### config.mk
export PLATFORM = sky130hd
export DESIGN_NAME = prism_cnt_shift_bank
export DESIGN_NICKNAME = d
export VERILOG_FILES = /design/src/rtl/prism_cnt_shift_bank.sv
export SDC_FILE = /design/constraint.sdc
export NUM_CORES = 1
export LEC_CHECK = 0
export CORE_UTILIZATION = 45
export CTS_CLUSTER_DIAMETER = 40
export DETAILED_ROUTE_END_ITERATION = 12
export PLACE_DENSITY = 0.71
export SYNTH_ARGS = -nofsm -noshare
export SYNTH_HDL_FRONTEND = slang
export SYNTH_SLANG_ARGS = --single-unit
### constraint.sdc
create_clock -name clk -period 10.3 [get_ports clk]
set_input_delay 2.06 -clock clk [delete_from_list [all_inputs] [get_ports clk]]
set_output_delay 2.06 -clock clk [all_outputs]
set_load 0.005 [all_outputs]
### src/rtl/prism_cnt_shift_bank.sv
// prism_cnt_shift_bank: down-counter bank and programmable shift register with W1C status and irq
module prism_cnt_shift_bank #(
  parameter int NUM_CNT = 2,
  parameter int CNT_W   = 24,
  parameter int SHIFT_W = 16
) (
  input  logic               clk,
  input  logic               rst,
  input  logic               exec,
  input  logic [NUM_CNT-1:0] ctl_load,
  input  logic [NUM_CNT-1:0] ctl_dec,
  input  logic               ctl_shift,
  input  logic               ser_in,
  output logic               ser_out,
  output logic [NUM_CNT-1:0] cnt_zero,
  output logic               shift_done,
  input  logic [5:0]         reg_addr,
  input  logic               reg_wr,
  input  logic [31:0]        reg_wdata,
  output logic [31:0]        reg_rdata,
  output logic               irq
);
  localparam logic [3:0] CMASK = 4'((1 << NUM_CNT) - 1);
  localparam logic [4:0] LMAX  = 5'(SHIFT_W - 1);

  logic               dir, en_sh, st_sh, shift_ev, frame_end, wr_ctrl, wr_stat, wr_sd;
  logic [4:0]         len, bcnt;
  logic [3:0]         en_cnt, ar, st_cnt, ev;
  logic [SHIFT_W-1:0] shreg, shreg_nx, lmask, sh_r;
  logic [CNT_W-1:0]   cnt [NUM_CNT];
  logic [CNT_W-1:0]   pre [NUM_CNT];
  logic               unused_bits;

  assign unused_bits = ^reg_wdata;
  assign wr_ctrl     = reg_wr && reg_addr == 6'h00;
  assign wr_stat     = reg_wr && reg_addr == 6'h04;
  assign wr_sd       = reg_wr && reg_addr == 6'h08;
  // a SHIFT_DATA write overrides a coincident shift, so that shift never completes a frame
  assign shift_ev    = exec && ctl_shift && !wr_sd;
  assign frame_end   = shift_ev && bcnt == len;
  assign sh_r        = shreg >> len;
  assign ser_out     = dir ? shreg[0] : sh_r[0];
  assign shreg_nx    = dir ? (shreg & ~lmask) | ((shreg >> 1) & (lmask >> 1)) | (SHIFT_W'(ser_in) << len)
                           : {shreg[SHIFT_W-2:0], ser_in};

  // bit positions taking part in an LSB-first shift (at or below the programmed length)
  always_comb begin
    lmask = '0;
    for (int k = 0; k < SHIFT_W; k++) lmask[k] = k <= int'(len);
  end

  // per-counter zero flag and zero-crossing / auto-reload events
  always_comb begin
    ev = '0;
    cnt_zero = '0;
    for (int i = 0; i < NUM_CNT; i++) begin
      cnt_zero[i] = cnt[i] == '0;
      ev[i] = exec && ctl_dec[i] && !ctl_load[i] && (cnt[i] == CNT_W'(1) || (cnt[i] == '0 && ar[i]));
    end
  end

  // control register, sticky status (set beats clear), shifter and registered irq
  always_ff @(posedge clk) begin
    if (rst) begin
      dir <= 1'b0;
      len <= '0;
      en_cnt <= '0;
      en_sh <= 1'b0;
      ar <= '0;
      st_cnt <= '0;
      st_sh <= 1'b0;
      shift_done <= 1'b0;
      irq <= 1'b0;
      shreg <= '0;
      bcnt <= '0;
    end else begin
      if (wr_ctrl) begin
        dir <= reg_wdata[0];
        len <= reg_wdata[12:8] > LMAX ? LMAX : reg_wdata[12:8];
        en_cnt <= reg_wdata[19:16] & CMASK;
        en_sh <= reg_wdata[20];
        ar <= reg_wdata[27:24] & CMASK;
      end
      st_cnt <= (st_cnt & ~(wr_stat ? reg_wdata[3:0] : 4'h0)) | ev;
      st_sh <= (st_sh & !(wr_stat && reg_wdata[4])) | frame_end;
      shift_done <= frame_end;
      irq <= |(st_cnt & en_cnt) | (st_sh & en_sh);
      if (wr_sd) begin
        shreg <= reg_wdata[SHIFT_W-1:0];
        bcnt <= '0;
      end else if (shift_ev) begin
        shreg <= shreg_nx;
        bcnt <= frame_end ? 5'd0 : bcnt + 5'd1;
      end
    end
  end

  // preload registers and down-counters; load beats decrement, no wrap below zero
  always_ff @(posedge clk) begin
    for (int i = 0; i < NUM_CNT; i++) begin
      if (rst) begin
        cnt[i] <= '0;
        pre[i] <= '0;
      end else begin
        if (reg_wr && reg_addr == 6'(16 + 4 * i)) pre[i] <= reg_wdata[CNT_W-1:0];
        if (exec) begin
          if (ctl_load[i]) cnt[i] <= pre[i];
          else if (ctl_dec[i] && cnt[i] != '0) cnt[i] <= cnt[i] - CNT_W'(1);
          else if (ev[i]) cnt[i] <= pre[i];
        end
      end
    end
  end

  // register read mux; unmapped addresses read zero
  always_comb begin
    reg_rdata = '0;
    case (reg_addr)
      6'h00:   reg_rdata = {4'b0, ar, 3'b0, en_sh, en_cnt, 3'b0, len, 7'b0, dir};
      6'h04:   reg_rdata = {19'b0, bcnt, 3'b0, st_sh, st_cnt};
      6'h08:   reg_rdata = 32'(shreg);
      default: reg_rdata = '0;
    endcase
    for (int i = 0; i < NUM_CNT; i++) begin
      if (reg_addr == 6'(16 + 4 * i)) reg_rdata = 32'(pre[i]);
      if (reg_addr == 6'(32 + 4 * i)) reg_rdata = 32'(cnt[i]);
    end
  end
endmodule

==> results.yml <==
outcome:
  run_status: "finished, final reports clean"
setup_path:
  timing.setup.critical_path_class: "in2out"
  critPathMaxFanout: 16
  critical_path.slowest_cell: "sky130_fd_sc_hd__and2_1"
  cp_data_required_time_ps: 8240
  worst_setup_end_kind: "output pin"
  worst_path_largest_cell_delay_ps: 670
  timing.critical_path.mode_cell: "sky130_fd_sc_hd__clkdlybuf4s50_1"
  cp_top_family: "simple AND/OR/NAND/NOR gates"
  cp_num_buf_inv: 2
  critical_path.cell_chain: "clkdlybuf4s50_1 -> nor4b_1 -> and2_1 -> o2bb2ai_1 -> a221oi_1 -> o21ai_0 -> clkdlybuf4s50_1"
  r2r_setup_slack_ps: 6390
  critPathLaunchType: "primary input"
  critPathArrivalTime_ps: 5120
timing:
  hold_viol_final: 0
  period_needed_ps: 7180
  max_clock_freq_ghz: 0.139
  grt_setup_unrepaired: "no"
  setup_violations: 0
  final.setup_skew_ps: 7.01
  finalSetupTns_ps: 0
  slew_violations: 0
  setup_ws_ps: 3120
  worst_pin_slew_ps: 1180
  min_period_over_period: 0.697
  slew_headroom: 0.212
detailed_routing:
  drt_wl_total_um: 23900
  ant_nets: 0
  vias_per_cell: 6.30
  detail_route.iter0.violations: 751
  routedWlPerCell_um: 21.2
  route.detailed.drc: 0
  vias: 7093
  first_pass_iteration_count_of_the_detailed_router: 8
die:
  core-area_mm2: 0.0180
  die_y_um: 138
  floorplan.rows: 49
  initial_utilization: 0.460
  total_die_area_mm2: 0.0189
  num_io_pins: 85
  die_w_um: 138
layout:
  area.growth.synth_to_final_pct: 17.3
  design_area_mm2: 0.00971
  drive_gt1_frac: 0.0825
  num_antenna_cells: 0
  final_net_count: 939
  final-instance-count-excl-fill: 1126
yosys:
  seq_area_frac_synth: 0.443
  total_number_of_yosys_warnings: 0
  dominant_combinational_cell_family_by_area_after_synthesis: "compound AO/OA/AOI/OAI gates"
  post_synth.cell_area_avg_um2: 9.80
  synth_xor_xnor_area_share: 0.0551
  ys_dominant_reg_cell: "sky130_fd_sc_hd__edfxtp_1"
  synth_area_mm2: 0.00827
  synth-edff-count: 96
  postSynthCellCount: 844
  asyncSetResetFlopFracSynth: 0
  yosys.area_share.adder: 0.0106
  synth_unique_cells: 66
  yosys.area_share.simple: 0.189
  postSynthRegisterBits: 135
  share_of_synthesized_area_spent_on_multiplexers: 0.0522
  synth-compound-area-share: 0.206
clock_network:
  clkSinkCount: 135
  h-tree-depth: 4
  insertion_delay_ps: 430
  ctsResizeCount: 0
  post_cts_setup_repair_bufs: 0
  cts_hold_repair.buffers: 0
  clk_path_buf_depth: 2
  clock_tree_from_tritoncts: "built"
  cts.reportedPaths.clkPinSlew_ps: 50
  root_buffer: "sky130_fd_sc_hd__clkbuf_16"
  numCtsBuffers: 17
flow_run:
  max-cap-violations: 0
power:
  static-leakage-power_nw: 3.23
  power.share.clock: 0.433
  power.net_switching_mw: 0.353
  vdd_drop_max_uv: 106
  p_sw_frac: 0.253
  power_density_mw_per_mm2: 144
  power.internal_mw: 1.04
  power.share.sequential: 0.462
  comb_power_share: 0.105
global_route:
  grt_pass1_vias: 6518
  globalRouteOverflowTotal: 0
  grt_antenna_before_repair: 0
  grt_max_degree: 64
  grt_pass1_wl_um: 36800
  groute.usage.overall: 0.263
placed_design:
  place_inst: 1094
  numPortBuffers: 72
  final_hpwl_dp_um: 16600
  post_dp_cell_area_mm2: 0.00912
  gp_congestion: 0.866
  dp_slack_ps: 3160
hold_path:
  min_path_type: "reg2reg"
cell usage in the layout (no fill, tap or decap), types with 8 or more instances in the layout:
cell                              count
sky130_fd_sc_hd__a21o_1               8
sky130_fd_sc_hd__a21oi_1             32
sky130_fd_sc_hd__a221oi_1             8
sky130_fd_sc_hd__a22oi_1             12
sky130_fd_sc_hd__a31oi_1             13
sky130_fd_sc_hd__and2_1              54
sky130_fd_sc_hd__and3_1              10
sky130_fd_sc_hd__buf_4               12
sky130_fd_sc_hd__clkbuf_16           17
sky130_fd_sc_hd__clkdlybuf4s50_1     71
sky130_fd_sc_hd__dfxtp_1             39
sky130_fd_sc_hd__edfxtp_1            96
sky130_fd_sc_hd__inv_1               15
sky130_fd_sc_hd__mux2_2               9
sky130_fd_sc_hd__mux2i_1             24
sky130_fd_sc_hd__nand2_1             60
sky130_fd_sc_hd__nand3_1             32
sky130_fd_sc_hd__nor2_1              52
sky130_fd_sc_hd__nor3_1              22
sky130_fd_sc_hd__nor4_1              17
sky130_fd_sc_hd__o211ai_1             9
sky130_fd_sc_hd__o21ai_0             36
sky130_fd_sc_hd__o22ai_1              8
sky130_fd_sc_hd__o2bb2ai_1           57
sky130_fd_sc_hd__or3_1                8
sky130_fd_sc_hd__xnor2_1             38
sky130_fd_sc_hd__xor2_1              14
worst paths after layout:
kind / cells past startpoint / start / endpoint
max: 7 / reg_addr[3] / reg_rdata[0]
min reg2reg: 2 / en_sh / en_sh
min: 2 / en_sh / en_sh
max reg2reg: 6 / cnt[1][6] / cnt[1][7]
logic make-up after synthesis:
family	Yosys count
AO/OA/AOI/OAI	234
XOR/XNOR	52
adder cells (fa/ha/maj)	7
buffers and inverters	83
flip-flops	135
multiplexers	37
other	1
AND/OR/NAND/NOR	295
registers in the layout, summed over array words and instances (netlist names):
signal,cells
en_cnt,2
st_sh,1
pre,48
ar,2
cnt,48
shift_done,1
irq,1
st_cnt,4
shreg,16
en_sh,1
dir,1
len,5
bcnt,5
power by group through the flow:
stage               Clock, mW  Sequential, mW  Combinational [mW]
finish                  0.605           0.645               0.147
global route            0.630           0.649               0.158
CTS                     0.608           0.644               0.145
detailed placement          0           0.655               0.144
global placement            0           0.654               0.142
floorplan                   0           0.644              0.0927
metal layers:
| metal | routed length (um) | global-route usage |
|---|---|---|
| met4 | 359 | 0.0781 |
| met2 | 11000 | 0.405 |
| met3 | 2130 | 0.0556 |
| met5 | 39 | 0.0167 |
| met1 | 10300 | 0.367 |
cells in the mapped netlist (4+ instances only):
master / number / area [um^2]
sky130_fd_sc_hd__a21o_1: 8 / 60.1
sky130_fd_sc_hd__a21oi_1: 33 / 165
sky130_fd_sc_hd__a221oi_1: 8 / 70.1
sky130_fd_sc_hd__a222oi_1: 4 / 40.0
sky130_fd_sc_hd__a22o_1: 7 / 61.3
sky130_fd_sc_hd__a22oi_1: 12 / 90.1
sky130_fd_sc_hd__a31oi_1: 14 / 87.6
sky130_fd_sc_hd__and2_1: 54 / 338
sky130_fd_sc_hd__and3_1: 10 / 62.6
sky130_fd_sc_hd__buf_4: 8 / 60.1
sky130_fd_sc_hd__clkbuf_1: 54 / 203
sky130_fd_sc_hd__dfxtp_1: 39 / 781
sky130_fd_sc_hd__edfxtp_1: 96 / 2880
sky130_fd_sc_hd__ha_1: 7 / 87.6
sky130_fd_sc_hd__inv_1: 15 / 56.3
sky130_fd_sc_hd__mux2_2: 9 / 101
sky130_fd_sc_hd__mux2i_1: 24 / 240
sky130_fd_sc_hd__mux4_2: 4 / 90.1
sky130_fd_sc_hd__nand2_1: 60 / 225
sky130_fd_sc_hd__nand2b_1: 4 / 25.0
sky130_fd_sc_hd__nand3_1: 32 / 160
sky130_fd_sc_hd__nand4_1: 7 / 43.8
sky130_fd_sc_hd__nor2_1: 52 / 195
sky130_fd_sc_hd__nor2b_1: 4 / 25.0
sky130_fd_sc_hd__nor3_1: 23 / 115
sky130_fd_sc_hd__nor4_1: 18 / 113
sky130_fd_sc_hd__o211ai_1: 9 / 67.6
sky130_fd_sc_hd__o21ai_0: 38 / 190
sky130_fd_sc_hd__o221ai_1: 5 / 43.8
sky130_fd_sc_hd__o22ai_1: 8 / 50.1
sky130_fd_sc_hd__o2bb2ai_1: 57 / 499
sky130_fd_sc_hd__or3_1: 8 / 50.1
sky130_fd_sc_hd__or4_1: 4 / 30.0
sky130_fd_sc_hd__or4_4: 4 / 45.0
sky130_fd_sc_hd__xnor2_1: 38 / 333
sky130_fd_sc_hd__xor2_1: 14 / 123
layout make-up:
class / count / area, um^2
Clock buffer: 21 / 460
Clock inverter: 11 / 125
Fill cell: 1542 / 8260
Inverter: 15 / 56.3
Multi-Input combinational cell: 631 / 4310
Sequential cell: 135 / 3660
Tap cell: 229 / 287
Timing Repair Buffer: 84 / 806
through the flow:
| stage | utilization | power (mW) | hold WS (ps) |
|---|---|---|---|
| 2_1_floorplan | - | 0.737 | 445 |
| 3_3_place_gp | 0.508 | 0.796 | 469 |
| 3_5_place_dp | 0.508 | 0.799 | 477 |
| 4_1_cts | 0.540 | 1.40 | 486 |
| 5_1_grt | 0.540 | 1.44 | 499 |
| 6_report | 0.540 | 1.40 | 484 |
tightest hold or removal path: stages (launching register included):
cell	delay, ps
sky130_fd_sc_hd__dfxtp_1	330
sky130_fd_sc_hd__nand2_1	60
sky130_fd_sc_hd__a21oi_1	50
Note: power is estimated with default switching activity, not from simulation.
==> variant, RTL diff (same flow settings) <==
Change the parameter `SHIFT_W` from 16 to 14.
--- a/src/rtl/prism_cnt_shift_bank.sv
+++ b/src/rtl/prism_cnt_shift_bank.sv
@@ -2,7 +2,7 @@
 module prism_cnt_shift_bank #(
   parameter int NUM_CNT = 2,
   parameter int CNT_W   = 24,
-  parameter int SHIFT_W = 16
+  parameter int SHIFT_W = 14
 ) (
   input  logic               clk,
   input  logic               rst,
Check against the original RTL: not equivalent (Yosys sat finds a counterexample within 4 cycles, from zero or initial values and one cycle with rst high).
==> variant against the original RTL <==
  * Worst setup slack worse by 0.34 ns
  * Clock power down 1%
  * Design area down 3.9%
  * Power shrank 2.3%
  * Routed wire length down 2.5%
  * Die area shrank 3.7%
  * Register-to-register slack improved by 0.05 ns
  * Sequential cell count is 2 lower
  * Synthesized cell count shrank 5.1%
  * Area after synthesis down 3.8%
==> variant: results (changes against the original RTL) <==
| Metric | Value |
|---|---|
| Met1 capacity usage during global routing | `38.7% (+2.0 points)` |
| Sequential area share after synthesis | `45.5% (+1.2 points)` |
| Fill cells | `1549 (+0.45%)` |
| Detailed placement HPWL | `15900 um (-4.3%)` |
| Multiplexer share of the synthesized area | `1.49% (-3.7 points)` |
| Final Wtd Congestion | `0.868 (+0.30%)` |
| Crit path to | `reg_rdata[0]` |
| Outcome | `completed` |
| Ranking of synthesized cells by area | `edfxtp_1 (36%), dfxtp_1 (9.3%), o2bb2ai_1 (5.2%), and2_1 (4.1%), nand2_1 (3.2%)` |
| RR Startpoint | `cnt[1][9]` |
| CP Launch Point | `reg_addr[1]` |
| Largest net degree at the start of global routing | `43 (-33%)` |
| Via density | `6.32 (+0.26%)` |
| Combinational Power Share | `9.6% (-0.9 points)` |
| Clk_skew | `0.00653 ns (-0.000480 ns)` |
| Largest registers | `cnt x48, pre x48, shreg x14` |
| VDD IR max | `0.129 mV (+21%)` |
| CP peak stage delay | `1.03 ns (+0.36 ns)` |
| Synth Area in Adders | `1.10% (+0.041 points)` |
| CP max FO | `25 (+9)` |
| Layout cell share with drive strength beyond 1 | `6.81% (-1.4 points)` |
| Unique masters post-synth | `74 (+12%)` |
| Post-Syn Instances | `801 (-5.1%)` |
| Power Sequential | `639 uW (-0.9%)` |
| Placed Area | `8740 um^2 (-4.1%)` |
| Vias in the first global route | `6281 (-3.6%)` |
| Fin crit period | `7.51 ns (+0.337 ns)` |
| CP arrival | `5.45 ns (+0.33 ns)` |
| Metal-1 WL | `10300 um (-0.84%)` |
| Switching Fraction | `24.0% (-1.3 points)` |
| Routed met2 length | `10500 um (-4.9%)` |
| Worst slew margin | `18.9% (-2.3 points)` |
| DR WL/cell | `21.6 um (+2.0%)` |
| M3 GR Usage | `5.29% (-0.26 points)` |
| Total GRT Usage | `26.4% (+0.15 points)` |
| RR Endpoint | `cnt[1][6]` |
| Number of detailed-route iterations in the first pass | `7 (-1)` |
| Layout Cells excl Fill | `1077 (-4.4%)` |
| DP Worst Slack | `3.00 ns (-0.164 ns)` |
| LEAKAGE | `3.08 nW (-4.5%)` |
| Seq cells post-synth | `133 (-1.5%)` |
| Placed insts | `1045 (-4.5%)` |
| Synth cell count leaders | `edfxtp_1 (96), nand2_1 (67), and2_1 (52)` |
| Uppermost layer routed | `met4` |
| R2r setup slk | `6.44 ns (+0.05 ns)` |
| M2 GR Usage | `38.7% (-1.8 points)` |
| Layout Nets | `894 (-4.8%)` |
| Post-Synth XOR/XNOR Area | `5.83% (+0.33 points)` |
| Cell internal pwr | `1.04 mW (-0.55%)` |
| First-pass GRT wire length | `36100 um (-1.9%)` |
| Iter 0 DRT Violations | `713 (-5.1%)` |
[variant: cell types whose count changed in the layout (fill, tap and decap cells not counted), sizes merged, moves of 10 or more]
cell,delta
mux2i,-20
o21ai,-12
a222oi,+11
xor2,+11
clkbuf,+10
nor3,+10
xnor2,-10
[variant: how the worst min path moves through the flow]
stage                         start         to  slack [ns]
after floorplan           st_cnt[2]  st_cnt[2]        0.41
after global placement    st_cnt[2]  st_cnt[2]        0.42
after detailed placement  st_cnt[3]  st_cnt[3]        0.42
after CTS                 st_cnt[3]  st_cnt[3]        0.43
after global routing      st_cnt[3]  st_cnt[3]        0.44
final                     st_cnt[3]  st_cnt[3]        0.43
[variant: layout make-up]
cell class	instances	area, um^2	area share, %
multi-input combinational	591	4000	42.9
sequential	133	3620	38.8
timing repair buffer	80	781	8.37
clock buffer	31	581	6.22
tap	225	282	3.02
inverter	16	60.1	0.644
clock inverter	1	5.00	0.0536
